File: src/rtl/tex_texel_gather.sv
// Texel gather: issues one memory read per active quad-footprint slot, collects
// out-of-order responses by tag and hands the raw texels to the sampler.
`ifndef TEX_FORMAT_BITS
`define TEX_FORMAT_BITS 3
`endif
`ifndef TEX_BLEND_FRAC
`define TEX_BLEND_FRAC 8
`endif

module tex_texel_gather #(
  parameter int unsigned NUM_LANES = 4,
  parameter int unsigned REQ_INFOW = 1,
  parameter int unsigned ADDRW     = 32,
  parameter int unsigned TAGW      = $clog2(4*NUM_LANES)
) (
  input  logic                                    clk,
  input  logic                                    reset,
  input  logic                                    req_valid,
  input  logic [`TEX_FORMAT_BITS-1:0]             req_format,
  input  logic [NUM_LANES*2*`TEX_BLEND_FRAC-1:0]  req_blends,
  input  logic [NUM_LANES*4*ADDRW-1:0]            req_addrs,
  input  logic [NUM_LANES-1:0]                    req_mask,
  input  logic [REQ_INFOW-1:0]                    req_info,
  output logic                                    req_ready,
  output logic                                    mem_req_valid,
  output logic [ADDRW-1:0]                        mem_req_addr,
  output logic [TAGW-1:0]                         mem_req_tag,
  input  logic                                    mem_req_ready,
  input  logic                                    mem_rsp_valid,
  input  logic [31:0]                             mem_rsp_data,
  input  logic [TAGW-1:0]                         mem_rsp_tag,
  output logic                                    mem_rsp_ready,
  output logic                                    rsp_valid,
  output logic [`TEX_FORMAT_BITS-1:0]             rsp_format,
  output logic [NUM_LANES*2*`TEX_BLEND_FRAC-1:0]  rsp_blends,
  output logic [NUM_LANES*4*32-1:0]               rsp_data,
  output logic [REQ_INFOW-1:0]                    rsp_info,
  input  logic                                    rsp_ready
);
  localparam int unsigned NSLOT = 4*NUM_LANES;
  localparam int unsigned CNTW  = TAGW + 1;
  localparam int unsigned LANEW = (NUM_LANES > 1) ? $clog2(NUM_LANES) : 1;
  localparam int unsigned FMTW  = `TEX_FORMAT_BITS;
  localparam int unsigned BLNDW = NUM_LANES*2*`TEX_BLEND_FRAC;

  typedef enum logic [1:0] {S_IDLE, S_ISSUE, S_WAIT, S_DONE} state_t;

  state_t                     state, state_n;
  logic [FMTW-1:0]            fmt_q;
  logic [BLNDW-1:0]           blends_q;
  logic [NSLOT*ADDRW-1:0]     addrs_q;
  logic [NUM_LANES-1:0]       mask_q;
  logic [REQ_INFOW-1:0]       info_q;
  logic [NSLOT*32-1:0]        data_q;
  logic [NSLOT-1:0]           got_q;
  logic [CNTW-1:0]            iss_cnt, rcv_cnt, total_q, req_total;
  logic [TAGW-1:0]            ptr_q, ptr_nxt;
  logic [LANEW-1:0]           cur_lane, nxt_lane, first_lane, rsp_lane;
  logic                       req_fire, iss_fire, rsp_fire, last_iss, rcv_done;

  assign req_fire = (state == S_IDLE) && req_valid;
  assign iss_fire = (state == S_ISSUE) && mem_req_ready;
  assign rsp_fire = mem_rsp_valid && mem_rsp_ready;
  assign last_iss = (iss_cnt == total_q - CNTW'(1));
  assign rcv_done = ((rcv_cnt + CNTW'(rsp_fire)) == total_q);
  assign cur_lane = LANEW'(ptr_q >> 2);
  assign rsp_lane = LANEW'(mem_rsp_tag >> 2);

  // Slot count of the incoming request and its first active lane
  always_comb begin
    req_total  = '0;
    first_lane = '0;
    for (int i = int'(NUM_LANES) - 1; i >= 0; i--) begin
      if (req_mask[i]) begin
        req_total  = req_total + CNTW'(4);
        first_lane = LANEW'(i);
      end
    end
  end

  // Pointer step: next corner, or corner 0 of the next active lane
  always_comb begin
    nxt_lane = '0;
    for (int i = int'(NUM_LANES) - 1; i >= 0; i--) begin
      if ((LANEW'(i) > cur_lane) && mask_q[i]) nxt_lane = LANEW'(i);
    end
    if (ptr_q[1:0] != 2'b11) ptr_nxt = ptr_q + TAGW'(1);
    else                     ptr_nxt = TAGW'(TAGW'(nxt_lane) << 2);
  end

  always_ff @(posedge clk or negedge reset) begin
    if (!reset) state <= S_IDLE;
    else        state <= state_n;
  end

  always_comb begin
    state_n = state;
    case (state)
      S_IDLE:  if (req_valid) state_n = (req_mask == '0) ? S_DONE : S_ISSUE;
      S_ISSUE: if (iss_fire && last_iss) state_n = rcv_done ? S_DONE : S_WAIT;
      S_WAIT:  if (rcv_done) state_n = S_DONE;
      S_DONE:  if (rsp_ready) state_n = S_IDLE;
      default: state_n = S_IDLE;
    endcase
  end

  // Handshake outputs registered from the next state
  always_ff @(posedge clk or negedge reset) begin
    if (!reset) begin
      req_ready     <= 1'b1;
      mem_req_valid <= 1'b0;
      mem_rsp_ready <= 1'b0;
      rsp_valid     <= 1'b0;
    end else begin
      req_ready     <= (state_n == S_IDLE);
      mem_req_valid <= (state_n == S_ISSUE);
      mem_rsp_ready <= (state_n == S_ISSUE) || (state_n == S_WAIT);
      rsp_valid     <= (state_n == S_DONE);
    end
  end

  always_ff @(posedge clk or negedge reset) begin
    if (!reset) begin
      fmt_q    <= '0;
      blends_q <= '0;
      addrs_q  <= '0;
      mask_q   <= '0;
      info_q   <= '0;
      data_q   <= '0;
      got_q    <= '0;
      iss_cnt  <= '0;
      rcv_cnt  <= '0;
      total_q  <= '0;
      ptr_q    <= '0;
    end else if (req_fire) begin
      fmt_q    <= req_format;
      blends_q <= req_blends;
      addrs_q  <= req_addrs;
      mask_q   <= req_mask;
      info_q   <= req_info;
      data_q   <= '0;
      got_q    <= '0;
      iss_cnt  <= '0;
      rcv_cnt  <= '0;
      total_q  <= req_total;
      ptr_q    <= TAGW'(TAGW'(first_lane) << 2);
    end else begin
      if (iss_fire) begin
        iss_cnt <= iss_cnt + CNTW'(1);
        ptr_q   <= ptr_nxt;
      end
      if (rsp_fire) begin
        data_q[int'(mem_rsp_tag)*32 +: 32] <= mem_rsp_data;
        got_q[mem_rsp_tag]                 <= 1'b1;
        rcv_cnt                            <= rcv_cnt + CNTW'(1);
      end
    end
  end

  assign mem_req_addr = addrs_q[int'(ptr_q)*int'(ADDRW) +: ADDRW];
  assign mem_req_tag  = ptr_q;
  assign rsp_format   = fmt_q;
  assign rsp_blends   = blends_q;
  assign rsp_data     = data_q;
  assign rsp_info     = info_q;

  // Responses only while collecting, only for active, not-yet-returned slots
  assert property (@(posedge clk) disable iff (!reset)
    mem_rsp_valid |-> (mem_rsp_ready && mask_q[rsp_lane] && !got_q[mem_rsp_tag]))
    else $error("tex_texel_gather: protocol error on memory response tag %0d", mem_rsp_tag);

endmodule
File: config.mk
export PLATFORM = sky130hd
export DESIGN_NAME = tex_texel_gather
export DESIGN_NICKNAME = d
export VERILOG_FILES = /design/src/rtl/tex_texel_gather.sv
export SDC_FILE = /design/constraint.sdc
export NUM_CORES = 2
export LEC_CHECK = 0
export BUFFER_PORTS_ARGS = -buffer_cell sky130_fd_sc_hd__clkbuf_2
export CAP_MARGIN = 25
export CELL_PAD_IN_SITES_DETAIL_PLACEMENT = 0
export CELL_PAD_IN_SITES_GLOBAL_PLACEMENT = 1
export CORE_AREA = 4 4 490 492
export CTS_BUF_LIST = sky130_fd_sc_hd__clkbuf_4
export DETAILED_ROUTE_END_ITERATION = 7
export DIE_AREA = 0 0 494 496
export PLACE_DENSITY = 0.52
export SLEW_MARGIN = 20
export SYNTH_ARGS = -nofsm -noshare
export SYNTH_HDL_FRONTEND = slang
export SYNTH_SLANG_ARGS = --single-unit
File: constraint.sdc
create_clock -name clk -period 4.5 [get_ports clk]
set_clock_uncertainty 0.1 [all_clocks]
set_input_delay 0.9 -clock clk [delete_from_list [all_inputs] [get_ports clk]]
set_output_delay 0.9 -clock clk [all_outputs]
set_load 0.1 [all_outputs]
==> implementation parameters <==
Parameter                              Value

Run status
  Result of the run    finished, violations left
  Violated checks    negative setup slack

Floorplan
  Die outline area    around 250000 µm²
  Number of primary I/O pins    1246
  Die extent in y    496 µm
  Rows    178
  Total core area    about 240000 µm²
  Chip width    just under 500 µm
  Initial standard-cell utilization of the core    19.6%

CTS
  Clock slew at reported path FFs    approximately 0.06 ns
  Number of buffers created by CTS    345
  H-Tree Depth    5
  Number of clock sinks    around 1100
  Buffer levels on the longest clock path    4
  CTS root buffer    sky130_fd_sc_hd__clkbuf_4
  TritonCTS clock tree    done
  Insertion delay to the later sink of the worst-skew pair    1.26 ns

Detailed routing
  DR top layer    met5
  Number of DRC markers after the initial detailed-route iteration    between 2000 and 3000
  Total number of vias    approximately 42000
  Final wirelength    233000 µm
  Post-DR wirelength/cell    between 20 and 25 µm
  Remaining design rule violation count    0
  First drt pass iteration count    5
  Sum of routed wire segments on met1    90300 µm
  Length of routed met2 wiring    120000 µm
  Average vias per placed instance    4.27
  Post-route antenna net violation count    0
  Amount of wire on met3 after detailed routing    14800 µm

Global routing
  Global-route wire length before repair    between 300000 and 400000 µm
  Largest net degree at the start of global routing    ~140
  Via count of the first global-routing pass    around 43000
  Number of antenna violations at the first check in global routing    33
  GRT Overall Usage    18.4%
  Total congestion overflow    0

Pwr
  Total power divided by cell area    ~900 nW/µm²
  Final Total Pwr    59300 µW
  Worst voltage drop across the vdd grid    1.04 mV
  Static Leakage    0.0342 µW

Worst setup path
  Launch instance of the worst register-to-register path    mem_rsp_ready
  Critical setup path kind    reg2out
  Critical path capture point type    output pin
  Worst Path Max Fanout    7
  Critical path required time    3.50 ns
  Critical path launch point type    flip-flop
  Data arrival time at the worst-slack endpoint    3.57 ns
  Launch point of the critical path    mem_req_tag[0]

Job
  Count of max-cap constraint violations    0

Final layout
  Share of layout cells above drive strength 1    32.2%
  FF+latch area    about 28000 µm²
  Final standard cell count with taps included and fillers excluded    9779
  Area used by multi-input combinational logic    16700 µm²
  Number of fill cells    25100
  Growth of design area from synthesis to finish    46.5%
  Final net count    7029

Hold path
  Type of the most critical hold path    in2async

STA
  Shortest period the worst path allows    about 4.6 ns
  Final Worst Setup Slack    -0.0726 ns
  Highest Clock Rate    0.219 GHz
  Count of endpoints failing hold in the final timing report    0
  Hold_ws    around 0.16 ns
  Final worst-path cycle share    102%
  Final slew viol count    0
  Max-slew headroom at the worst pin    a little over a quarter
  Unrepaired setup endpoints after global routing    yes
  Worst-Margin Slew    1.09 ns
  Final number of setup-violating endpoints    16

Logic synthesis
  Warning count from the yosys run    0
  Synth Instances    4389
  Synthesized-area fraction occupied by and/or/nand/nor cells    17.9%
  Complex-gate fraction of the synthesized area    9.28%
  Number of different library cells in the post-synthesis netlist    55
  Cell type contributing the most total cell area after synthesis    sky130_fd_sc_hd__dfrtp_1
  Primary flip-flop cell chosen by synthesis mapping    sky130_fd_sc_hd__dfrtp_1
  Post-synth EDFFs    0
  Most instantiated library cell after synthesis    sky130_fd_sc_hd__nand2_1
  Synthesis-stage register bit count    1118
  Mean post-synth cell area    between 10 and 15 µm²
  Combinational family with the most area after synthesis    simple AND/OR/NAND/NOR gates
  Area share of xor/xnor cells in the synthesized design    0.399%
  Adder-cell share of the synthesized area    0.434%
  Post-synthesis sequential area ratio    60.7%
  Share of the synthesized area in the top cell type    60.7%
  Commonest cells in the synthesized netlist    2064 x sky130_fd_sc_hd__nand2_1, 1117 x sky130_fd_sc_hd__dfrtp_1, 354 x sky130_fd_sc_hd__a22o_1, 209 x sky130_fd_sc_hd__clkbuf_1, 160 x sky130_fd_sc_hd__mux4_2
  Ys async rst share    100%
  Combined area of all synthesized cells    46100 µm²
  Largest cells by area after synthesis    sky130_fd_sc_hd__dfrtp_1 61%, sky130_fd_sc_hd__nand2_1 17%, sky130_fd_sc_hd__mux4_2 7.8%
  Syn_nets    5031
  Multiplexer area fraction after synthesis    7.84%

Placement
  Detailed-placement wirelength estimate    ~170000 µm
  DP Worst Slack    0.863 ns
  Buffers added on ports    1245
  Routability cong.    between 0.8 and 0.9
  Instance count after placement with tap cells included    8554
-- metrics by stage --
step	utilization (%)	area, µm²	setup TNS [ns]
2_1_floorplan	-	46100	0
6_report	28.7	67500	-0.481
3_5_place_dp	24.0	56500	0
5_1_grt	28.7	67500	-6.73
3_3_place_gp	24.0	56400	0
4_1_cts	28.6	67300	-9.16
-- final timing paths --
kind | end | slack (ns) | depth (start not counted)
setup / recovery | mem_req_addr[1] | -0.07 | 5
hold / removal | addrs_q[184] | 0.16 | 2
setup reg to reg | rsp_valid | 1.46 | 10
hold reg to reg | addrs_q[199] | 0.37 | 2
max in group asynchronous | rsp_data[197] | 2.69 | 3
min in group clk | addrs_q[302] | 0.23 | 4
-- power by group --
part | leakage (µW) | total [µW] | switching [µW] | internal, µW
Combinational | 0.0171 | 32400 | 24100 | 8360
Sequential | 0.0145 | 16900 | 2800 | 14100
Clock | 0.00249 | 9940 | 4690 | 5250
Total | 0.0342 | 59300 | 31600 | 27700
-- per-layer routing --
metal | track usage [%] | vias to the layer above
li1 | - | 18800
met1 | 21.5 | 20900
met2 | 33.0 | 1632
met3 | 4.30 | 393
met4 | 6.38 | 26
met5 | 0 | -
-- logic make-up (layout without fill, tap and decap cells) --
kind of cell               count (synthesis)  in the layout
AOI/OAI and AO/OA                        560            560
adders and majority gates                 16             16
and+or+nand+nor                         2143           2143
muxes                                    161            161
xor gates and xnor gates                  21             21
other                                      0             22
DFF                                     1118           1118
buffers and inverters                    370           2588
-- timing repair --
action,4_1_cts,5_1_grt
setup endpoints to repair,32,32
endpoints found under the hold margin,700,0
setup buffers,21,7
gates cloned,4,1
hold buffers,605,0
resized for setup,75,29
-- worst max-delay path: stages (launching register included) --
cell	delay, ns
sky130_fd_sc_hd__dfrtp_4	0.48
sky130_fd_sc_hd__buf_12	0.18
sky130_fd_sc_hd__buf_8	0.14
sky130_fd_sc_hd__mux4_2	0.61
sky130_fd_sc_hd__mux4_2	0.63
sky130_fd_sc_hd__buf_12	0.22
-- area by class of cell --
class                      count  area share, %
sequential                  1118           41.5
clock buffer                 514           5.72
antenna                       22         0.0815
timing repair buffer        2011           21.8
inverter                      10         0.0556
multi-input combinational   2901           24.7
tap                         3150           5.84
clock inverter                53          0.397
-- sequential cells by signal (all words and copies together), names as in the netlist, named ones only --
register       flops
addrs_q          512
iss_cnt            5
mask_q             3
mem_req_tag        3
mem_req_valid      1
mem_rsp_ready      1
rcv_cnt            5
req_ready          1
rsp_blends        64
rsp_data         512
rsp_format         3
rsp_info           1
rsp_valid          1
state              2
total_q            3
-- layout by cell type (no fill, tap or decap), drive strengths merged, types with 5 or more instances in the layout --
cell and n:
a21oi 24, a22o 354, and3 12, buf 185, clkbuf 1734, clkinv 46
dfrtp 1117, diode 22, dlygate4sd3 605, ha 16, inv 13, mux4 160
nand2 2064, nand3 10, nor2 21, nor2b 5, nor3 7, o21ai 158
xnor2 13, xor2 8
Power figures use the tool's default switching activity.
